--- src/rtl/fifo.sv ---
// Single-clock byte FIFO with registered read data and full/empty flags.
// Pointers carry one extra wrap bit so equal indices can be told apart as full or empty.
module fifo #(
   parameter int DATA_WIDTH = 8,
   parameter int DEPTH      = 16,
   localparam int ADDR_WIDTH = $clog2(DEPTH)
) (
   input  logic                  clk,
   input  logic                  rst_n,
   input  logic [DATA_WIDTH-1:0] data_in,
   input  logic                  write_en,
   output logic [DATA_WIDTH-1:0] data_out,
   input  logic                  read_en,
   output logic                  read_valid,
   output logic                  full,
   output logic                  empty
);

   localparam logic [ADDR_WIDTH:0] PTR_ONE = 1;

   logic [DATA_WIDTH-1:0] mem [DEPTH];
   logic [ADDR_WIDTH:0]   wr_ptr;
   logic [ADDR_WIDTH:0]   rd_ptr;
   logic                  write_accept;
   logic                  read_accept;

   assign empty = (wr_ptr == rd_ptr);
   assign full  = (wr_ptr[ADDR_WIDTH] != rd_ptr[ADDR_WIDTH]) &&
                  (wr_ptr[ADDR_WIDTH-1:0] == rd_ptr[ADDR_WIDTH-1:0]);

   assign write_accept = write_en & ~full;
   assign read_accept  = read_en & ~empty;

   // Storage is deliberately left unreset; only the pointers define valid contents.
   always_ff @(posedge clk) begin
      if (!rst_n && write_accept) begin
         mem[wr_ptr[ADDR_WIDTH-1:0]] <= data_in;
      end
   end

   always_ff @(posedge clk) begin
      if (rst_n) begin
         wr_ptr     <= '0;
         rd_ptr     <= '0;
         data_out   <= '0;
         read_valid <= 1'b0;
      end else begin
         if (write_accept) begin
            wr_ptr <= wr_ptr + PTR_ONE;
         end
         if (read_accept) begin
            data_out   <= mem[rd_ptr[ADDR_WIDTH-1:0]];
            rd_ptr     <= rd_ptr + PTR_ONE;
            read_valid <= 1'b1;
         end else begin
            read_valid <= 1'b0;
         end
      end
   end

endmodule

--- config.mk ---
export PLATFORM = sky130hd
export DESIGN_NAME = fifo
export DESIGN_NICKNAME = d
export VERILOG_FILES = /design/src/rtl/fifo.sv
export SDC_FILE = /design/constraint.sdc
export NUM_CORES = 1
export LEC_CHECK = 0
export CORE_MARGIN = 2
export CORE_UTILIZATION = 40
export CTS_CLUSTER_SIZE = 24
export DETAILED_ROUTE_END_ITERATION = 8
export DONT_BUFFER_PORTS = 1
export GPL_ROUTABILITY_DRIVEN = 0
export MAX_ROUTING_LAYER = met4
export PLACE_DENSITY = 0.59
export SLEW_MARGIN = 25
export SYNTH_ARGS = -nofsm -noshare
export SYNTH_HDL_FRONTEND = slang
export SYNTH_SLANG_ARGS = --single-unit
--- constraint.sdc ---
create_clock -name clk -period 3.4 [get_ports clk]
set_input_delay 0.51 -clock clk [delete_from_list [all_inputs] [get_ports clk]]
set_output_delay 0.51 -clock clk [all_outputs]
set_load 0.005 [all_outputs]
==> reports/qor.csv <==
stage,metric,value,unit
clocking,H-tree depth,4,
finish,Nets,361,
drt,routed wire length per instance,22.4,microns
finish,area occupied by multi-input gates,0.00167,sq mm
drt,total number of vias,2979,
worst_setup_path,"Cell Chain, Critical Path",xnor2_1 -> nand4_2 -> o21ai_1 -> buf_4 -> nor4b_2,
synthesis,"Distinct cells, synth",34,
hold_path,Hold Startpoint,rst_n,
clocking,"Reg clk slew, reported paths",0.06,ns
worst_setup_path,crit path kind,flop to flop,
finish,post-layout util,46.6,%
timing,setup TNS,0,ns
run_status,outcome,"finished, final reports clean",
clocking,Post-CTS Hold Buffers,0,
floorplan,io pins,23,
synthesis,Yosys reg bits,147,
worst_setup_path,CP startpoint,wr_ptr[2]$_SDFFE_PP0P_,
clocking,Root Driver,clkbuf_16,
timing,fin crit share,81.6,%
power_and_ir_drop,Lkg Pwr,2.11,nW
power_and_ir_drop,Tot Pwr,0.00407,W
global_route,number of global-route vias before repair,2966,
worst_setup_path,Reg-to-Reg Start,wr_ptr[2]$_SDFFE_PP0P_,
synthesis,Yosys top cell area share,64.3,%
global_route,GR Overflow Total,0,
clocking,worst skew pair latency,0.41,ns
global_route,Total GRT Usage,16.5,%
synthesis,Syn Nets,348,
global_route,initial antenna violation count,0,
clocking,# clock sinks,147,
synthesis,Synthesis Warnings,0,
synthesis,Syn Area/Cell,18.0,sq um
worst_setup_path,slowest CP cell,nor4b_2,
drt,vias per cell,5.52,
drt,DR iter-0 viols,166,
hold_path,hold-critical path depth,1,
finish,Sequential Area,0.00423,sq mm
finish,# fillers,1203,
power_and_ir_drop,Max VDD drop,361,uV
drt,Remaining DRCs,0,
placement,Post-Place Setup Slack,0.577,ns
worst_setup_path,Crit path largest cell delay,0.85,ns
timing,max-slew violation count,0,
timing,final worst slack,0.625,ns
worst_setup_path,Worst EP arrival,2.81,ns
synthesis,"EDFF count, synth",128,
timing,Slew headroom,34.9,%
synthesis,register area share after synthesis,70.7,%
placement,DP HPWL,7510,microns
placement,Port Buf Inserts,0,
timing,RSZ-0062 raised after global routing,false,
clocking,CTS tree,done,
placement,placed inst area,0.00624,sq mm
worst_setup_path,nature of the critical path endpoint,flop,
hold_path,class of the worst hold path,input pin to flop,
synthesis,"Cell Area, Synth",0.00597,sq mm
finish,Area Overhead vs Synth,13.7,%
synthesis,cell with the most instances after synthesis,edfxtp_1,
drt,remaining antenna violation count after routing,0,
run,number of max-cap violations,0,
clocking,CTS resizes,0,
synthesis,Syn Inst Count,331,
synthesis,top post-synthesis cells by area,"edfxtp_1 (64%), mux4_1 (10%), dfxtp_1 (6.4%)",
timing,final hold viol count,0,
timing,actual slew at the worst max-slew pin,0.968,ns
floorplan,total die area,0.0159,sq mm
floorplan,Die Y,126,microns
floorplan,num rows,44,
timing,Final setup viols,0,
drt,drt pass-1 iters,4,
timing,Fmax achieved,360,MHz
global_route,largest net degree at the start of global routing,44,
synthesis,dominant synthesized flop cell,edfxtp_1,
floorplan,initial core utilization,41.0,%
worst_setup_path,Startpoint Class,flop,
worst_setup_path,Critical Path Fanout Max,20,
worst_setup_path,worst path required time,3.44,ns
clocking,Inserted Clock Buffers,17,
timing,Tmin final,2.77,ns
finish,share of cells above drive strength 1,19.7,%
floorplan,core area,0.0146,sq mm
global_route,first-pass GRT wire length,18500,microns
power_and_ir_drop,Pwr Density,599,mW/mm^2
finish,final instance area,0.00679,sq mm
synthesis,most frequent cells after synthesis,"edfxtp_1 (128), mux4_1 (23), dfxtp_1 (19), nor2_1 (19)",
worst_setup_path,R2R cell count,5,
clocking,Max clock buf depth,2,
drt,total wire length,12100,microns
finish,n_diodes,0,
synthesis,post-synth top area cell,edfxtp_1,
synthesis,ys async rst share,0,%
timing,Clock Skew,0.00797,ns
clocking,postcts setup bufs,0,
floorplan,die width,126,microns
==> stage by stage <==
step,hold slack [ns],instances
final,0.156,540
after CTS,0.138,540
after floorplan,0.484,331
after global placement,0.497,509
after detailed placement,0.500,509
after global routing,0.139,540
==> sequential cells by signal, indices dropped and copies added, names as in the netlist <==
signal	flops
read_valid	1
rd_ptr	5
mem	128
wr_ptr	5
data_out	8
==> cell type report <==
class / instances / area share, %
multi-input combinational: 159 / 24.6
tap: 184 / 3.39
clock inverter: 13 / 1.62
sequential: 147 / 62.2
inverter: 4 / 0.221
clock buffer: 18 / 6.32
timing repair buffer: 15 / 1.66
==> final timing paths <==
| kind | to | slack (ns) |
|---|---|---|
| worst max-delay path | mem[4][6]$_DFFE_PP_ | 0.63 |
| worst min-delay path | rd_ptr[2]$_SDFFE_PP0P_ | 0.16 |
| worst max register to register | mem[4][6]$_DFFE_PP_ | 0.63 |
| worst min register to register | data_out[0]$_SDFFE_PP0P_ | 0.51 |
==> per-layer routing <==
layer / vias up / part of all wire, % / global-route usage, %
met5: - / 0 / -
met4: 0 / 1.5 / 6.21
met3: 14 / 4.4 / 5.10
met2: 58 / 46 / 23.7
met1: 1527 / 48 / 22.4
li1: 1380 / - / -
==> cell families after synthesis <==
logic type / share of synthesized area, %
XOR/XNOR: 1.91
adder cells (fa/ha/maj): 1.05
buffers and inverters: 2.22
AND/OR/NAND/NOR: 5.05
multiplexers: 15.0
AO/OA/AOI/OAI: 4.06
flip-flops: 70.7
==> where the power goes <==
group / internal, W / switching [W] / leakage (nW) / total [W]
Sequential: 0.00200 / 0.0000316 / 1.31 / 0.00204
Clock: 0.000998 / 0.000702 / 0.258 / 0.00170
Combinational: 0.000137 / 0.000195 / 0.548 / 0.000332
==> cells in the final DEF, fill, tap and decap left out, types with 5 or more instances in the layout <==
cell type | synthesis | layout
edfxtp_1 | 128 | 128
mux4_1 | 23 | 23
nor2_1 | 19 | 19
dfxtp_1 | 19 | 18
clkbuf_16 | 0 | 17
mux2_2 | 16 | 16
a211oi_1 | 16 | 16
buf_4 | 1 | 15
nor3_1 | 12 | 12
mux2i_1 | 9 | 9
o22ai_1 | 8 | 8
xnor2_1 | 7 | 7
xor2_1 | 6 | 6
nand2b_1 | 5 | 5
ha_1 | 5 | 5
==> worst max-delay path, delay by kind of cell (launching register included) <==
| family | cells | cell delay [ns] |
|---|---|---|
| flip-flops | 1 | 0.77 |
| buffers and inverters | 1 | 0.23 |
| AO/OA/AOI/OAI | 1 | 0.10 |
| AND/OR/NAND/NOR | 2 | 1.10 |
| XOR/XNOR | 1 | 0.18 |
Note: power is estimated with default switching activity, not from simulation.
==> RTL edit 1, RTL diff (config.mk and constraints unchanged) <==
Set the parameter `DEPTH` to 64 (it was 16).
--- a/src/rtl/fifo.sv
+++ b/src/rtl/fifo.sv
@@ -2,7 +2,7 @@
 // Pointers carry one extra wrap bit so equal indices can be told apart as full or empty.
 module fifo #(
    parameter int DATA_WIDTH = 8,
-   parameter int DEPTH      = 16,
+   parameter int DEPTH      = 64,
    localparam int ADDR_WIDTH = $clog2(DEPTH)
 ) (
    input  logic                  clk,
Behaviour: same outputs for any inputs over 4 cycles, from zero or initial values and one cycle with rst_n high; that may be too few to reach the edited logic, so the function may still have changed.
==> RTL edit 1 against the original RTL <==
- sequential cell count up 388
- hold slack worse by 0.14 ns
- setup slack worse by 0.058 ns
- combinational power grew to 2.9 times the old value
- routed wire length grew to 4.6 times the old value
- cell area grew to 3.6 times the old value
- first-iteration DRC count grew to 7.7 times the old value
- synthesized area increased to 3.6 times the old value
- sequential power rose to 3.6 times the old value
- total power increased to 3.5 times the old value
- largest cell class unchanged
==> RTL edit 1: results (changes against the original RTL) <==
post-synthesis cell count 1,136 (was 331); max FFs per register 512 (was 128); total CTS buffers 53 (was 17); fraction of layout cells with a size suffix above 1 20.9% (was 19.7%); PortBufs 0 (unchanged); synth top area cells edfxtp_1, mux4_2, mux2i_1 (was edfxtp_1, mux4_1, dfxtp_1); most frequent cells after synthesis edfxtp_1, mux2i_1, nor2_1, mux4_2, nand2_1 (was edfxtp_1, mux4_1, dfxtp_1, nor2_1); drt wl/cell 28.6 µm (was 22.4 µm); syn_nets 1,150 (was 348); synth unique cells 75 (was 34); Crit path max-delay family multiplexers (was simple AND/OR/NAND/NOR gates); Worst Setup EP data_out[2] (was mem[4][6]); # resized after CTS 0 (unchanged); R2R Path Start rd_ptr[0] (was wr_ptr[2]); sw frac 22.1% (was 22.8%); HPWL after detailed placement 31.7 mm (was 7.51 mm); Via-to-Cell Ratio 5.79 (was 5.52); global-route wire length before repair 80.7 mm (was 18.5 mm); status finished, final reports clean (unchanged); Synth Warn # 0 (unchanged); CP max stage delay 0.63 ns (was 0.85 ns); H-tree depth 2 (was 4); final hold slack 0.0198 ns (was 0.156 ns); root buf cell clkbuf_16 (unchanged); worst-path fanout max 36 (was 20); Iter 0 DRT Violations 1,274 (was 166); worst reg-to-reg path cell count 6 (was 5); GRT Util Overall 20.7% (was 16.5%); VDD IR max 370 µV (was 361 µV); FFs w/ async S/R, synth 0% (unchanged); Clock Skews 0.0219 ns (was 0.00797 ns); Least-Margin Pin Slew 1.01 ns (was 0.968 ns); Leak 7.47 nW (was 2.11 nW); drt pass-1 iters 5 (was 4); startpoint type of the worst setup path flop (unchanged); hold depth 0 (was 1); Post-Layout Cell Count 1,945 (was 540); sequential element share of the synthesized area 73.6% (was 70.7%); setup repair bufs after CTS 0 (unchanged); EDFF count, synth 512 (was 128); Cells after DPL 1,820 (was 509); largest net degree at the start of global routing 65 (was 44); WHS Endpoint mem[61][4] (was rd_ptr[2]); Slowest-stage cell, CP mux4_1 (was nor4b_2); worst setup margin 0.567 ns (was 0.625 ns); DP Area 22,400 µm² (was 6240 µm²); CTS Buffer Depth 3 (was 2); worst skew pair latency 0.62 ns (was 0.41 ns); Hold WC Path Type primary input to flop (unchanged); Worst-path clk slew 0.06 ns (about the same); hold_sp data_in[4] (was rst_n); cts hold-fix bufs 23 (was 0); initial antenna violation count 5 (was 0); Placement Setup Slack 0.613 ns (was 0.577 ns); CP arrival 3.30 ns (was 2.81 ns)
RTL edit 1: cell count changes in the layout (fill, tap and decap cells not counted), sizes merged, moves of 14 or more:
cell / delta
buf: +60
a22oi: +22
edfxtp: +384
nor2: +63
mux2i: +76
mux4: +62
nand2: +29
nand3: +14
dlygate4sd3: +15
clkinv: +17
clkbuf: +54
RTL edit 1: worst reg2reg max path, delay by kind of cell (launching register included):
kind / cells / cell delay (ns)
multiplexers: 2 / 0.83
AND/OR/NAND/NOR: 1 / 0.09
buffers and inverters: 1 / 0.60
flip-flops: 1 / 0.55
AO/OA/AOI/OAI: 2 / 0.62
RTL edit 1: area by class of cell:
type,count,area [µm²]
repair buffers,90,818
well taps,688,861
clock inverters,28,216
fillers,4479,28500
flip-flops and latches,535,15800
clock buffers,72,1490
multi-input cells,527,5100
diodes,1,2.50
inverters,4,15.0
RTL edit 1: power by group through the flow:
stage          clock [mW]  sequential, mW  combinational (mW)
6_report             5.76            7.31               0.961
3_5_place_dp            0            7.45               0.834
3_3_place_gp            0            7.45               0.835
2_1_floorplan           0            7.41               0.706
4_1_cts              5.85            7.31               0.963
5_1_grt              6.11            7.31                1.02
RTL edit 1: routing by layer:
layer | wire, µm | up-vias | global-route usage, %
li1 | - | 4786 | -
met1 | 23800 | 5983 | 28.2
met2 | 25900 | 422 | 31.2
met3 | 4760 | 73 | 4.99
met4 | 1120 | 0 | 5.48
met5 | 0 | - | -
RTL edit 1: cell families after synthesis:
kind of cell               share of synthesized area [%]
buffers and inverters                               2.71
AOI/OAI and AO/OA                                   4.46
DFF                                                 73.6
xor gates and xnor gates                           0.681
adders and majority gates                          0.116
muxes                                               13.8
and+or+nand+nor                                     4.58
==> RTL edit 2, RTL diff (config.mk and constraints unchanged) <==
Without the edit above. Reset style: asynchronous (`rst_n`), changed in one clocked block.
--- a/src/rtl/fifo.sv
+++ b/src/rtl/fifo.sv
@@ -38,7 +38,7 @@
       end
    end
 
-   always_ff @(posedge clk) begin
+   always_ff @(posedge clk or posedge rst_n) begin
       if (rst_n) begin
          wr_ptr     <= '0;
          rd_ptr     <= '0;
Formal check against the unedited RTL: differs if rst_n is asserted again (counterexample within 4 cycles, from zero or initial values and one cycle with rst_n high); with rst_n held inactive, the same outputs for 10 cycles.
==> RTL edit 2 against the original RTL <==
- routed wire length down 2.9%
- cell area up 3.5%
- synthesized area up 1.3%
- clock skew down 0.00068 ns
- sequential cell count unchanged
- fmax up 7.2%
- setup slack better by 0.19 ns
- critical path type unchanged
- critical endpoint is now data_out[0]
- largest cell class unchanged
- highest routed layer unchanged
Power is not compared: it rests on default switching activity, and its combinational part moved more than twofold at a synthesized area within 25%.
==> RTL edit 2: results (changes against the original RTL) <==
status finished, final reports clean (unchanged); initial antenna violation count 0 (unchanged); FFs w/ async S/R, synth 12.9% (was 0%); post-layout util 48.0% (was 46.6%); most frequent cells after synthesis edfxtp_1, dfrtp_1, mux2_2, mux2i_1, mux4_1 (was edfxtp_1, mux4_1, dfxtp_1, nor2_1); PortBufs 0 (unchanged); synth top area cells edfxtp_1, dfrtp_1, mux4_1 (was edfxtp_1, mux4_1, dfxtp_1); sequential element share of the synthesized area 71.4% (was 70.7%); largest net degree at the start of global routing 23 (was 44); NetSw 1.67 mW; Hold WC Path Type primary input to asynchronous set/reset pin (was primary input to flop); worst-path fanout max 15 (was 20); Cells after DPL 495 (was 509); Iter 0 DRT Violations 255 (was 166); CP Launch Point rd_ptr[1] (was wr_ptr[2]); global-route wire length before repair 18.4 mm (was 18.5 mm); CTS Buffer Depth 2 (unchanged); CP arrival 2.89 ns (was 2.81 ns); EDFF count, synth 128 (unchanged); syn_nets 324 (was 348); vias in the first global route 3,078 (was 2,966); Via-to-Cell Ratio 5.54 (was 5.52); Layout Nets 347 (was 361); drt wl/cell 22.4 µm (about the same); fraction of layout cells with a size suffix above 1 26.2% (was 19.7%); Post-Layout Cell Count 524 (was 540); post-synthesis cell count 307 (was 331); Clock Skews 0.00729 ns (was 0.00797 ns); synth unique cells 31 (was 34); DP Area 6430 µm² (was 6240 µm²); Least-Margin Pin Slew 0.721 ns (was 0.968 ns); HPWL after detailed placement 8.01 mm (was 7.51 mm); Fillers 1,210 (was 1,203); GRT Util Overall 16.3% (was 16.5%)
RTL edit 2: changes by cell type after synthesis, moves of 12 or more:
cell      unedited run  this run
dfrtp_1              0        19
dfxtp_1             19         0
a211oi_1            16         0
nor2_1              19         3
nor3_1              12         0
RTL edit 2: power groups by stage:
stage / Clock, mW / Sequential (mW) / Combinational, mW
final: 1.93 / 2.38 / 1.62
after CTS: 1.97 / 2.38 / 1.63
after global placement: 0 / 2.41 / 1.60
after detailed placement: 0 / 2.42 / 1.62
after floorplan: 0 / 2.30 / 1.30
after global routing: 2.05 / 2.40 / 1.74
RTL edit 2: kinds of logic after synthesis:
family,count (synthesis),share of synthesized area [%]
and+or+nand+nor,36,4.16
DFF,147,71.4
AOI/OAI and AO/OA,24,3.52
adders and majority gates,5,1.03
xor gates and xnor gates,14,2.03
buffers and inverters,23,2.03
muxes,58,15.9
RTL edit 2: final timing paths:
check | endpoint | slack (ns)
max in group asynchronous | rd_ptr[2] | 2.80
worst max register to register | data_out[0] | 0.81
worst min-delay path | rd_ptr[4] | 0.11
worst min register to register | data_out[4] | 0.53
worst max-delay path | data_out[0] | 0.81
min in group clk | mem[1][1] | 0.19
RTL edit 2: critical path: stages (launching register included):
cell,delay (ns)
dfrtp_1,0.65
buf_4,0.39
mux4_1,0.62
mux2_2,0.30
a22o_1,0.24
mux2_2,0.26
RTL edit 2: layout make-up:
class                      instances  share of cell area, %
clock buffer                      22                   6.32
clock inverter                     7                   2.24
inverter                           6                  0.320
multi-input combinational        137                   24.1
sequential                       147                   61.5
tap                              184                   3.28
timing repair buffer              21                   2.24
RTL edit 2: stage by stage:
step,hold WS (ns),setup WS [ns]
6_report,0.112,0.812
5_1_grt,0.168,0.706
4_1_cts,0.136,0.795
3_5_place_dp,0.523,0.825
3_3_place_gp,0.518,0.818
2_1_floorplan,0.502,0.705
RTL edit 2: routing by layer:
metal | wire [µm] | up-vias | global-route usage [%]
met3 | 559 | 13 | 4.56
met5 | 0 | - | -
met1 | 5560 | 1507 | 22.4
li1 | - | 1311 | -
met2 | 5450 | 73 | 23.6
met4 | 163 | 0 | 5.75
